--- config.mk ---
export PLATFORM = sky130hd
export DESIGN_NAME = wb_burst_master
export DESIGN_NICKNAME = d
export VERILOG_FILES = /design/src/rtl/wb_burst_master.sv
export SDC_FILE = /design/constraint.sdc
export NUM_CORES = 1
export LEC_CHECK = 0
export ABC_AREA = 0
export BUFFER_PORTS_ARGS = -buffer_cell sky130_fd_sc_hd__buf_2
export CAP_MARGIN = 20
export CORE_MARGIN = 10
export CORE_UTILIZATION = 40
export DETAILED_ROUTE_END_ITERATION = 8
export PLACE_DENSITY = 0.68
export SLEW_MARGIN = 15
export SYNTH_ARGS = -nofsm -noshare
export SYNTH_HDL_FRONTEND = slang
export SYNTH_SLANG_ARGS = --single-unit
export TNS_END_PERCENT = 5
--- constraint.sdc ---
create_clock -name wb_clk_i -period 9.9 [get_ports wb_clk_i]
set_input_delay 2.97 -clock wb_clk_i [delete_from_list [all_inputs] [get_ports wb_clk_i]]
set_output_delay 2.97 -clock wb_clk_i [all_outputs]
set_load 0.02 [all_outputs]
--- src/rtl/wb_burst_master.sv ---
// Wishbone burst master for SDRAM bring-up: writes seed+k patterns or reads them
// back and counts mismatches, with an ack watchdog that aborts stalled bursts.
module wb_burst_master #(
  parameter int APP_AW = 26,
  parameter int dw     = 32,
  parameter int LEN_W  = 8,
  parameter int TO_CYC = 1024
) (
  input  logic              wb_clk_i,
  input  logic              wb_rst_i,
  input  logic              sdr_init_done_i,
  input  logic              cmd_valid_i,
  output logic              cmd_ready_o,
  input  logic              cmd_we_i,
  input  logic [APP_AW-1:0] cmd_addr_i,
  input  logic [LEN_W-1:0]  cmd_len_i,
  input  logic [dw-1:0]     cmd_seed_i,
  output logic              wb_cyc_o,
  output logic              wb_stb_o,
  output logic              wb_we_o,
  output logic [APP_AW-1:0] wb_addr_o,
  output logic [dw-1:0]     wb_dat_o,
  output logic [dw/8-1:0]   wb_sel_o,
  output logic [2:0]        wb_cti_o,
  input  logic              wb_ack_i,
  input  logic [dw-1:0]     wb_dat_i,
  output logic              busy_o,
  output logic              done_o,
  output logic              timeout_o,
  input  logic              err_clr_i,
  output logic [15:0]       err_cnt_o,
  output logic [APP_AW-1:0] first_err_addr_o
);

  localparam int AL = (dw / 8 > 1) ? $clog2(dw / 8) : 0;
  localparam int BW = LEN_W + 1;
  localparam int TW = $clog2(TO_CYC + 1);
  localparam logic [APP_AW-1:0] ALIGN_MASK = ~(APP_AW'((64'd1 << AL) - 64'd1));
  localparam logic [APP_AW-1:0] STEP       = APP_AW'(dw / 8);
  localparam logic [TW-1:0]     TO_LAST    = TW'(TO_CYC - 1);

  typedef enum logic [1:0] {WAIT_INIT, IDLE, BURST, DONE} state_t;

  state_t            state_q, state_d;
  logic              sync1_q, sync2_q, init_s;
  logic              we_q, we_d;
  logic [APP_AW-1:0] addr_q, addr_d;
  logic [BW-1:0]     beats_q, beats_d;
  logic [BW-1:0]     k_q, k_d;
  logic [dw-1:0]     seed_q, seed_d;
  logic [TW-1:0]     to_cnt_q, to_cnt_d;
  logic              timeout_q, timeout_d;
  logic [15:0]       err_cnt_q, err_cnt_d;
  logic [APP_AW-1:0] first_err_q, first_err_d;

  logic [dw-1:0] pattern;
  logic          last_beat, in_burst, mismatch;

  assign init_s    = sync2_q;
  assign in_burst  = (state_q == BURST);
  assign pattern   = seed_q + dw'(k_q);
  assign last_beat = (k_q == beats_q - 1'b1);
  assign mismatch  = in_burst && wb_ack_i && !we_q && (wb_dat_i != pattern);

  // Two-flop synchronizer for the SDRAM controller's init flag.
  always_ff @(posedge wb_clk_i or posedge wb_rst_i) begin
    if (wb_rst_i) begin
      sync1_q <= 1'b0;
      sync2_q <= 1'b0;
    end else begin
      sync1_q <= sdr_init_done_i;
      sync2_q <= sync1_q;
    end
  end

  always_ff @(posedge wb_clk_i or posedge wb_rst_i) begin
    if (wb_rst_i) begin
      state_q     <= WAIT_INIT;
      we_q        <= 1'b0;
      addr_q      <= '0;
      beats_q     <= '0;
      k_q         <= '0;
      seed_q      <= '0;
      to_cnt_q    <= '0;
      timeout_q   <= 1'b0;
      err_cnt_q   <= '0;
      first_err_q <= '0;
    end else begin
      state_q     <= state_d;
      we_q        <= we_d;
      addr_q      <= addr_d;
      beats_q     <= beats_d;
      k_q         <= k_d;
      seed_q      <= seed_d;
      to_cnt_q    <= to_cnt_d;
      timeout_q   <= timeout_d;
      err_cnt_q   <= err_cnt_d;
      first_err_q <= first_err_d;
    end
  end

  always_comb begin
    state_d     = state_q;
    we_d        = we_q;
    addr_d      = addr_q;
    beats_d     = beats_q;
    k_d         = k_q;
    seed_d      = seed_q;
    to_cnt_d    = to_cnt_q;
    timeout_d   = timeout_q;
    err_cnt_d   = err_cnt_q;
    first_err_d = first_err_q;

    unique case (state_q)
      WAIT_INIT: if (init_s) state_d = IDLE;
      IDLE: begin
        if (cmd_valid_i) begin
          state_d  = BURST;
          we_d     = cmd_we_i;
          addr_d   = cmd_addr_i & ALIGN_MASK;
          beats_d  = BW'(cmd_len_i) + BW'(1);
          k_d      = '0;
          seed_d   = cmd_seed_i;
          to_cnt_d = '0;
        end
      end
      BURST: begin
        if (wb_ack_i) begin
          to_cnt_d = '0;
          addr_d   = addr_q + STEP;
          k_d      = k_q + 1'b1;
          if (last_beat) state_d = DONE;
        end else if (to_cnt_q == TO_LAST) begin
          state_d   = DONE;
          timeout_d = 1'b1;
        end else begin
          to_cnt_d = to_cnt_q + 1'b1;
        end
      end
      DONE: state_d = IDLE;
      default: state_d = WAIT_INIT;
    endcase

    // Error count of zero means capture is armed; only a clear can return it to zero.
    if (mismatch) begin
      if (err_cnt_q != 16'hFFFF) err_cnt_d = err_cnt_q + 16'd1;
      if (err_cnt_q == 16'd0)    first_err_d = addr_q;
    end

    if (err_clr_i) begin
      err_cnt_d   = '0;
      first_err_d = '0;
      timeout_d   = 1'b0;
    end
  end

  assign cmd_ready_o      = (state_q == IDLE);
  assign busy_o           = in_burst || (state_q == DONE);
  assign done_o           = (state_q == DONE);
  assign timeout_o        = timeout_q;
  assign err_cnt_o        = err_cnt_q;
  assign first_err_addr_o = first_err_q;

  assign wb_cyc_o  = in_burst;
  assign wb_stb_o  = in_burst;
  assign wb_we_o   = in_burst && we_q;
  assign wb_addr_o = addr_q;
  assign wb_dat_o  = (in_burst && we_q) ? pattern : '0;
  assign wb_sel_o  = in_burst ? '1 : '0;

  always_comb begin
    wb_cti_o = 3'b000;
    if (in_burst && beats_q != BW'(1)) wb_cti_o = last_beat ? 3'b111 : 3'b010;
  end

endmodule

# Yosys cells after proc, flatten, opt, wreduce, memory -nomap -nowiden
# Cells that the tools add are included.
# totals
register_bits	135
inputBits	105
output_inout_bits	114
word_cells	86
# classes
addsub	7
eq_ne	15
mux	30
n_reduce_logical	22
# op_table
cell	count
26-bit two-way mux	5
26-bit case mux with 2 select lines	1
16-bit two-way mux	3
11-bit two-way mux	3
32-bit by 9-bit adder with 32-bit output	1
32-bit two-way mux	1
32-bit != test	1
26-bit by 3-bit adder with 26-bit output (second input constant)	1
11-bit case mux with 2 select lines	1
9-bit two-way mux	2
9-bit case mux with 2 select lines	1
16-bit by 1-bit adder with 16-bit output (second input constant)	1
16-bit logical NOT	1
16-bit != test (second input constant)	1
2-bit nonzero test	6
11-bit by 1-bit adder with 11-bit output (second input constant)	1
11-bit by 10-bit == test with 1-bit output (second input constant)	1
2-bit two-way mux	5
8-bit by 1-bit adder with 9-bit output (second input constant)	1
9-bit by 1-bit adder with 9-bit output (second input constant)	1
9-bit == test	1
9-bit by 1-bit != test with 1-bit output (second input constant)	1
3-bit AND reduction	3
9-bit by 1-bit subtractor with 9-bit output (second input constant)	1
other kinds (16)	30

# Longest topological paths before layout
# logic_depth
ltp_word	6
depth_mapped	15
depth_no_buf	13

# Worst setup path after synthesis
# OpenSTA, ideal clock, no wires.
# synth_path
kind	register to output
from	reg beats_q[2]
to	out wb_cti_o[2]
t_arrival_ns	2.483
required_time_ns	6.930
path_slack_ns	4.447
stages_incl_launch_ff	9
path_buffers	1
cell_sequence	dfrtp_1 > nor4_1 > nand2_1 > xor2_1 > o21ai_0 > o22ai_1 > nand4_1 > a211oi_1 > buf_4
# synth_between
elab_chain_len	4
word_cells_on_any_way	6
# synth_lines
item	line	rtl
from (decl)	48	logic [BW-1:0] beats_q, beats_d;
from (signal assigned)	92	beats_q <= beats_d;
9-bit by 1-bit subtractor with 9-bit output	62	assign last_beat = (k_q == beats_q - 1'b1);
9-bit == test	62	
3-bit two-way mux	173	if (in_burst && beats_q != BW'(1)) wb_cti_o = last_beat ? 3'b111 : 3'b010;
3-bit two-way mux (*)	173	
to (decl)	24	output logic [2:0] wb_cti_o,
# Mark *: on every way between the ends. The rest lies on a longest branch, timed or not.

# Final worst setup path
# layout_path
from	reg k_q[0]
to	out wb_dat_o[20]
# layout_between
elab_chain_len	2
# layout_lines
item	line	rtl
from (decl)	49	logic [BW-1:0] k_q, k_d;
from (signal assigned)	93	k_q <= k_d;
32-bit by 9-bit adder with 32-bit output	61	assign pattern = seed_q + dw'(k_q);
32-bit two-way mux	168	assign wb_dat_o = (in_burst && we_q) ? pattern : '0;
to (decl)	22	output logic [dw-1:0] wb_dat_o,
# No other way between the ends.

==> impl_metrics.json <==
{
  "min_period_over_period_pct": 64.1,
  "core_um2": 22600,
  "synth_edf_count": 0,
  "fmax_mhz": 158,
  "worstSkewPairLatency_ps": 430,
  "die_w_um": 172,
  "end_kind": "output port",
  "ir_worst_vdd_uv": 125,
  "synth_seq_cells": 132,
  "p_leak_nw": 5.02,
  "hp-class": "reg2reg",
  "rsz0062_at_grt": "no",
  "antenna_found_initial": 3,
  "synthTopCellsByArea": "dfrtp_1 (36%), mux2_2 (4.4%), xnor2_1 (4.3%)",
  "grt_usage_pct": 18.7,
  "cts_tree": "yes",
  "reg2reg_slack_ps": 5100,
  "synth.distinct_cells": 79,
  "clk_pin_slew_worst_paths_ps": 60,
  "area_growth_syn_to_layout_pct": 19.8,
  "fill_cells": 2188,
  "vias_per_cell": 5.54,
  "power_frac_clock_pct": 24.1,
  "relSlewSlack_pct": 35.7,
  "synthAdderAreaFrac_pct": 3.20,
  "start_kind": "flip-flop",
  "cts-root-buf": "clkbuf_16",
  "synth.mux.area_fraction_pct": 10.1,
  "critPathMaxStageDelay_ps": 610,
  "clockBufferDepth": 2,
  "min_period_ps": 6350,
  "crit_arrival_ps": 3380,
  "cp.required_ps": 6930,
  "synthArstFlopShare_pct": 100,
  "synth-compound-area-share_pct": 12.4,
  "htreeDepth": 4,
  "path_buf_inv": 2,
  "synth_top_area_share_pct": 35.8,
  "seqPwrFrac_pct": 32.8,
  "place_area_um2": 10400,
  "wl_um": 28300,
  "drtIter0Drc": 624,
  "layout.nets": 1331,
  "dr.pass1.iters": 5,
  "dieHeight_um": 172,
  "synth_xor_area_share_pct": 8.31,
  "ys_warn_count": 0,
  "synth_top_family_by_area": "simple AND/OR/NAND/NOR gates",
  "crit_slowest_cell": "o21ai_1",
  "grt_pass1_vias": 8072,
  "port_buffers": 214,
  "worst_pin_slew_ps": 964,
  "p_sw_share_pct": 43.8,
  "synth-simple-area-share_pct": 25.6,
  "max-cap-violations": 0,
  "dpl.hpwl_um": 21000,
  "drv_slew": 0,
  "num_vias": 8335,
  "grt_max_degree": 78,
  "intPower_mw": 1.61,
  "yosysTopAreaCell": "dfrtp_1",
  "dieArea_um2": 29500,
  "rows": 55,
  "cts_inserted_buffers": 17,
  "finalHoldViolCount": 0,
  "ys.flop_type": "dfrtp_1",
  "synthesis.instances": 1022,
  "start_util_pct": 40.7,
  "fin_setup_tns_ps": 0,
  "grt_overflow": 0,
  "path_delay_family": "compound AO/OA/AOI/OAI gates",
  "drive_gt1_share_pct": 27.8,
  "ant_nets": 0,
  "crit_type": "reg2out",
  "combPwrFrac_pct": 43.1,
  "netlist_area_um2": 9230,
  "cts_sinks": 132,
  "layout_commonest_cell": "buf_2",
  "layout_common_cells": "buf_2 (214), dfrtp_1 (132), nand2_1 (99)",
  "gp_congestion": 0.969,
  "avgSynthCellArea_um2": 9.03,
  "crit_chain": "ha_1, inv_1, fa_1, nor2b_1, o221ai_1, o21ai_1, nand2_1, xor2_1, nor2_1, buf_2",
  "setup_viol": 0,
  "ys_seq_area_share_pct": 35.8,
  "drc": 0,
  "final_area_um2": 11100,
  "ioPinCount": 219,
  "power_switching_mw": 1.25,
  "powerDensity_nw_per_um2": 259,
  "avgRoutedWirePerCell_um": 18.8,
  "status": "finished, final reports clean",
  "cts.repair.resized": 0,
  "path_max_fanout": 7,
  "worst_clock_skew_ps": 13.5,
  "ctsHoldBuffers": 0,
  "grt_pass1_wl_um": 44000,
  "cts_setup_buffers": 0
}
state kept, by name (all words and copies together), names as in the netlist:
signal,cells
sync1_q,1
seed_q,32
init_s,1
wb_addr_o,24
err_cnt_o,16
we_q,1
state_q,2
k_q,9
timeout_o,1
first_err_addr_o,25
beats_q,9
to_cnt_q,11
metal layers:
layer | routed length, um | vias to the layer above | track usage [%]
li1 | - | 4004 | -
met1 | 12500 | 4040 | 24.3
met5 | 0 | - | 0
met4 | 691 | 0 | 8.02
met3 | 1560 | 47 | 3.60
met2 | 13500 | 244 | 29.8
final cells by class:
class,instances,area (um^2),share of cell area (%)
antenna,3,7.51,0.0679
clock buffer,17,425,3.85
clock inverter,15,206,1.87
inverter,20,80.1,0.725
multi-input combinational,807,5510,49.8
sequential,132,3300,29.9
tap,285,357,3.23
timing repair buffer,225,1170,10.6
logic make-up (layout without fill, tap and decap cells):
logic type,count (synthesis),count (layout)
AND/OR/NAND/NOR,447,447
AO/OA/AOI/OAI,168,168
multiplexers,83,83
other,1,5
buffers and inverters,84,277
XOR/XNOR,84,84
flip-flops,132,132
adder cells (fa/ha/maj),23,23
worst reg2reg max path, delay by kind of cell (launching register included):
kind / cells / cell delay [ps]
buffers and inverters: 3 / 680
AND/OR/NAND/NOR: 5 / 1570
adder cells (fa/ha/maj): 2 / 640
flip-flops: 1 / 510
multiplexers: 2 / 480
AO/OA/AOI/OAI: 3 / 800
synthesized netlist by cell type (20+ instances only):
| cell type | instances |
|---|---|
| mux2i_1 | 36 |
| clkbuf_1 | 30 |
| xnor2_1 | 45 |
| nor2_1 | 95 |
| ha_1 | 22 |
| nand2_1 | 100 |
| nand3_1 | 47 |
| and3_1 | 33 |
| nand2b_1 | 59 |
| dfrtp_1 | 132 |
| mux2_2 | 36 |
| inv_1 | 20 |
| o21ai_0 | 43 |
| nand4_1 | 22 |
| xor2_1 | 37 |
| a32oi_1 | 20 |
| a21oi_1 | 34 |
power groups by stage:
stage / registers (mW) / logic [mW] / clock network [mW]
after global routing: 0.970 / 1.35 / 0.729
after detailed placement: 0.941 / 1.22 / 0
after global placement: 0.936 / 1.20 / 0
final: 0.938 / 1.23 / 0.691
after floorplan: 0.907 / 0.896 / 0
after CTS: 0.932 / 1.23 / 0.707
stage by stage:
stage / hold WS (ps) / power (mW) / setup slack [ps] / utilization [%] / instances
finish: 368 / 2.86 / 3550 / 48.8 / 1504
global route: 372 / 3.05 / 3330 / 48.8 / 1504
CTS: 369 / 2.87 / 3540 / 48.7 / 1500
floorplan: 331 / 1.80 / 3400 / - / 1023
global placement: 336 / 2.14 / 3880 / 45.9 / 1468
detailed placement: 354 / 2.16 / 3910 / 45.9 / 1468
final timing paths:
path | start | to | depth (start not counted)
max | k_q[0] | wb_dat_o[20] | 10
min | sync1_q | init_s | 0
max reg2reg | k_q[0] | first_err_addr_o[20] | 15
min reg2reg | sync1_q | init_s | 0
max in group asynchronous | wb_rst_i | state_q[0] | 3
min in group asynchronous | wb_rst_i | seed_q[21] | 2
(Power assumes the default switching activity.)
